## src/rtl/button_debounce.sv

```systemverilog
// button_debounce: turns the raw active-low push-button pin into a clean
// debounced level plus single-cycle press, release and long-press events.
// The pin is synchronised into clk_i with two flops. A four-state FSM then
// filters bounces, and a hold counter times the long press.
module button_debounce #(
   parameter int DebounceCycles  = 500_000,
   parameter int LongPressCycles = 50_000_000
) (
   input  logic clk_i,
   input  logic rst_ni,
   input  logic btn_ni,
   output logic pressed_o,
   output logic press_o,
   output logic release_o,
   output logic long_press_o
);

   localparam int DW = (DebounceCycles  > 1) ? $clog2(DebounceCycles)  : 1;
   localparam int HW = (LongPressCycles > 1) ? $clog2(LongPressCycles) : 1;

   localparam logic [DW-1:0] DEB_MAX  = DW'(DebounceCycles - 1);
   localparam logic [HW-1:0] HOLD_MAX = HW'(LongPressCycles - 1);

   typedef enum logic [1:0] {
      RELEASED,
      PRESS_WAIT,
      HELD,
      RELEASE_WAIT
   } state_t;

   logic [1:0]    sync_q;
   logic          raw;

   state_t        state_q,     state_d;
   logic [DW-1:0] deb_q,       deb_d;
   logic [HW-1:0] hold_q,      hold_d;
   logic          long_done_q, long_done_d;
   logic          pressed_d, press_d, release_d, long_press_d;

   // Two-flop synchroniser for the asynchronous pin. Both flops reset to the
   // released level (1), so reset never looks like a press.
   // NOTE: sequential state uses non-blocking (<=) assignments so that every
   // flop samples the values from before the clock edge.
   always_ff @(posedge clk_i or negedge rst_ni) begin
      if (!rst_ni) begin
         sync_q <= 2'b11;
      end else begin
         sync_q <= {sync_q[0], btn_ni};
      end
   end

   // The pin is active-low, so raw is 1 while the button is pressed.
   assign raw = ~sync_q[1];

   // Next-state logic, counter updates and event decode. The outputs are
   // registered below, so every event appears on the edge of its transition.
   // NOTE: every signal gets a default value first. Without defaults, a
   // missed case branch would infer a latch.
   always_comb begin
      state_d      = state_q;
      deb_d        = deb_q;
      hold_d       = hold_q;
      long_done_d  = long_done_q;
      pressed_d    = pressed_o;
      press_d      = 1'b0;
      release_d    = 1'b0;
      long_press_d = 1'b0;

      case (state_q)
         RELEASED: begin
            if (raw) begin
               state_d = PRESS_WAIT;
               deb_d   = '0;
            end
         end

         PRESS_WAIT: begin
            if (!raw) begin
               // Bounce: the press was not stable long enough.
               state_d     = RELEASED;
               deb_d       = '0;
               long_done_d = 1'b0;
            end else if (deb_q == DEB_MAX) begin
               state_d   = HELD;
               deb_d     = '0;
               hold_d    = '0;
               press_d   = 1'b1;
               pressed_d = 1'b1;
            end else begin
               deb_d = deb_q + 1'b1;
            end
         end

         HELD: begin
            if (hold_q != HOLD_MAX) begin
               hold_d = hold_q + 1'b1;
            end
            if (hold_q == HOLD_MAX && !long_done_q) begin
               long_press_d = 1'b1;
               long_done_d  = 1'b1;
            end
            if (!raw) begin
               state_d = RELEASE_WAIT;
               deb_d   = '0;
            end
         end

         RELEASE_WAIT: begin
            // hold_cnt is frozen while a release is being qualified.
            if (raw) begin
               // Bounce: go back to HELD. hold_cnt and long_done keep their values.
               state_d = HELD;
               deb_d   = '0;
            end else if (deb_q == DEB_MAX) begin
               state_d     = RELEASED;
               deb_d       = '0;
               long_done_d = 1'b0;
               release_d   = 1'b1;
               pressed_d   = 1'b0;
            end else begin
               deb_d = deb_q + 1'b1;
            end
         end

         default: begin
            state_d = RELEASED;
            deb_d   = '0;
         end
      endcase
   end

   // FSM state, counters and registered outputs. An asynchronous reset
   // clears every output immediately and does not produce a release event.
   always_ff @(posedge clk_i or negedge rst_ni) begin
      if (!rst_ni) begin
         state_q      <= RELEASED;
         deb_q        <= '0;
         hold_q       <= '0;
         long_done_q  <= 1'b0;
         pressed_o    <= 1'b0;
         press_o      <= 1'b0;
         release_o    <= 1'b0;
         long_press_o <= 1'b0;
      end else begin
         state_q      <= state_d;
         deb_q        <= deb_d;
         hold_q       <= hold_d;
         long_done_q  <= long_done_d;
         pressed_o    <= pressed_d;
         press_o      <= press_d;
         release_o    <= release_d;
         long_press_o <= long_press_d;
      end
   end

endmodule
```

## config.mk

```make
export PLATFORM = sky130hd
export DESIGN_NAME = button_debounce
export DESIGN_NICKNAME = d
export VERILOG_FILES = /design/src/rtl/button_debounce.sv
export SDC_FILE = /design/constraint.sdc
export NUM_CORES = 1
export LEC_CHECK = 0
export CAP_MARGIN = 30
export CORE_UTILIZATION = 50
export DETAILED_ROUTE_END_ITERATION = 8
export GPL_TIMING_DRIVEN = 0
export MAX_ROUTING_LAYER = met4
export PLACE_DENSITY = 0.73
export SLEW_MARGIN = 0
export SYNTH_ARGS = -nofsm -noshare
export SYNTH_HDL_FRONTEND = slang
export SYNTH_SLANG_ARGS = --single-unit
```

## constraint.sdc

```tcl
create_clock -name clk_i -period 2.3 [get_ports clk_i]
set_clock_uncertainty 0.1 [all_clocks]
set_input_delay 0.345 -clock clk_i [delete_from_list [all_inputs] [get_ports clk_i]]
set_output_delay 0.345 -clock clk_i [all_outputs]
set_load 0.01 [all_outputs]
```

==> results.yml <==
floorplanning:
  fp.dieArea_sq_um: 6300
  core-area_sq_um: 5640
  die_h_um: 79.4
  ios: 7
  die_x_um: 79.4
  rows: 27
  initial_utilization_pct: 53.0
power:
  netSwitchingPower_uw: 377
  pwr-share-seq_pct: 57.2
  p_leak_nw: 1.42
  p_per_area_nw_per_um2: 509
  swShare_pct: 22.4
  ir_drop_uv: 366
  fin_total_pwr_mw: 1.68
  clkPwrFrac_pct: 38.5
  combPwrFrac_pct: 4.2
  intPower_mw: 1.30
global_route:
  grt_max_degree: 34
  grt_usage_pct: 22.5
  grt-ovfl-total: 0
  grt_pass1_wl_mm: 10.6
  antenna_found_initial: 0
  grt_pass1_vias: 2229
synth:
  yosys.area_share.simple_pct: 28.8
  yosysSeqAreaShare_pct: 45.2
  synth_nets: 316
  synth-edff-count: 0
  synth_compound_area_share_pct: 14.4
  synth_area_sq_um: 2990
  synthFlopType: "dfrtp_1"
  yosys.cell_types.count: 52
  synth_warnings: 0
  syn_area_per_cell_sq_um: 9.62
  synth_fa_ha_area_share_pct: 0.836
  synth.area.top_cells: "dfrtp_1, nand3_1, xor2_1, nand2_1, nor2_1"
  synthMuxAreaShare_pct: 2.72
  synth_top_area_share_pct: 43.5
  synth_top_family_by_area: "simple AND/OR/NAND/NOR gates"
  synth_xor_xnor_area_share_pct: 4.68
  synthArstFlopShare_pct: 100
  yosysTopAreaCell: "dfrtp_1"
  syn-instance-count: 311
  synth-seq-cells: 54
detailed_routing:
  remaining_drc_errors: 0
  num_vias: 2396
  final_antenna_net_count: 0
  dr.first_iter.drc_count: 196
  wirelength_mm: 6.34
  post_drt_wl_per_cell_um: 15.8
  routed_via_density: 5.98
  firstDrtPassIters: 4
clock_network:
  clk_root_buffer_cell: "clkbuf_8"
  ctsHtreeMaxLevel: 2
  numCtsBuffers: 5
  hold_buffers: 0
  cts_tree: "built"
  cts.sinks: 54
  clk_pin_slew_ns: 0.10
  cts.path.max_buffers: 2
  clock_latency_ns: 0.31
job:
  maxCapViolCount: 0
finish:
  design_area_sq_um: 3310
  largest_register_ffs: 26
  fin_util_pct: 58.6
  reg_top3: "hold_q: 26 flops, deb_q: 19 flops, sync_q: 2 flops"
  top_register: "hold_q"
  fin_nets: 333
  layout-drive-gt1-share_pct: 12.8
  antenna_cells: 0
  area_growth_pct: 10.5
  fin_cells: 401
placed_design:
  pre_cts_ws_ns: 0.0705
  port_buffers: 6
  gp_congestion: 0.912
  hpwlAfterDp_mm: 4.38
  placed_cell_area_sq_um: 3170
  dp_cells: 390
timing:
  hold_viol: 0
  min_period_ns: 2.21
  worst_pin_slew_ns: 0.798
  setup_viol: 0
  drv_slew: 0
  setup_slack_ns: 0.0948
  finalCritPeriodShare_pct: 95.9
  timing.hold.ws_ns: 0.0108
  slew_headroom_pct: 46.8
  fin_setup_tns_ns: 0
  fmax_mhz: 453
worst_setup_path:
  endpoint_kind: "register"
  cp_max_fo: 10
  required_ns: 2.43
  crit_type: "register to register"
  arrival_ns: 2.34
  start_kind: "register"
min_path:
  min_path_type: "input port to async pin"
run_status:
  outcome: "finished, final reports clean"
[Yosys cell counts, drive strengths merged (8+ instances only)]
library cell,count
nor2,28
and3,12
nand2,27
buf,8
a21oi,16
nand4,10
nand3,28
or3,9
o21ai,11
dfrtp,52
xor2,14
[cells by family (layout without fill, tap and decap cells)]
kind of cell / after synthesis / count (layout)
adders and majority gates: 2 / 2
and+or+nand+nor: 151 / 151
DFF: 54 / 54
muxes: 8 / 8
AOI/OAI and AO/OA: 60 / 60
buffers and inverters: 20 / 38
xor gates and xnor gates: 16 / 16
[cells in the final DEF (no fill, tap or decap), drive strengths merged, types with 5 or more instances in the layout]
cell / count
dfrtp: 52
nand3: 28
nor2: 28
nand2: 27
a21oi: 16
xor2: 14
buf: 13
and3: 12
o21ai: 11
clkbuf: 11
nand4: 10
or3: 9
inv: 7
o211ai: 7
mux2i: 7
o31ai: 7
and4: 6
nor3: 6
a21o: 5
clkdlybuf4s50: 5
nor4: 5
[routing by layer]
metal	track usage (%)	vias to the layer above	routed length [um]
met5	-	-	0
met4	5.82	0	68
met3	3.91	7	221
met2	33.0	44	2760
met1	32.3	1167	3290
li1	-	1178	-
[path summary, 6_finish.rpt]
kind,start,endpoint,slack [ns],cells past startpoint
worst max-delay path,sync_q[1],deb_q[2],0.09,5
worst min-delay path,rst_ni,long_press_o,0.01,1
worst max register to register,sync_q[1],deb_q[2],0.09,5
worst min register to register,sync_q[0],sync_q[1],0.26,0
max in group asynchronous,rst_ni,sync_q[0],1.44,2
min in group clk_i,sync_q[0],sync_q[1],0.26,0
[power groups by stage]
| stage | sequential, mW | combinational [mW] | clock (mW) |
|---|---|---|---|
| after floorplan | 0.979 | 0.0338 | 0 |
| after global placement | 0.980 | 0.0657 | 0 |
| after detailed placement | 0.980 | 0.0724 | 0 |
| after CTS | 0.962 | 0.0725 | 0.655 |
| after global routing | 0.963 | 0.0809 | 0.697 |
| final | 0.962 | 0.0714 | 0.648 |
[what timing repair did]
item                                    in CTS  in global routing
buffers inserted                             0                  3
resized for setup                            0                  2
endpoints found under the setup margin       0                 25
[area by class of cell]
cell class	count	area (sq um)
Timing Repair Buffer	10	105
Fill cell	485	2340
Tap cell	72	90.1
Clock inverter	2	37.5
Multi-Input combinational cell	237	1550
Sequential cell	54	1350
Clock buffer	6	72.6
Inverter	7	26.3
Buffer	13	73.8
[worst max-delay path, stage by stage (launching register included)]
cell and delay, ns:
dfstp_2 0.60, xnor2_1 0.12, nor2_1 0.57, clkbuf_1 0.46
o21ai_0 0.17, o21ai_0 0.10
No activity file was read; power rests on OpenSTA's default activity.
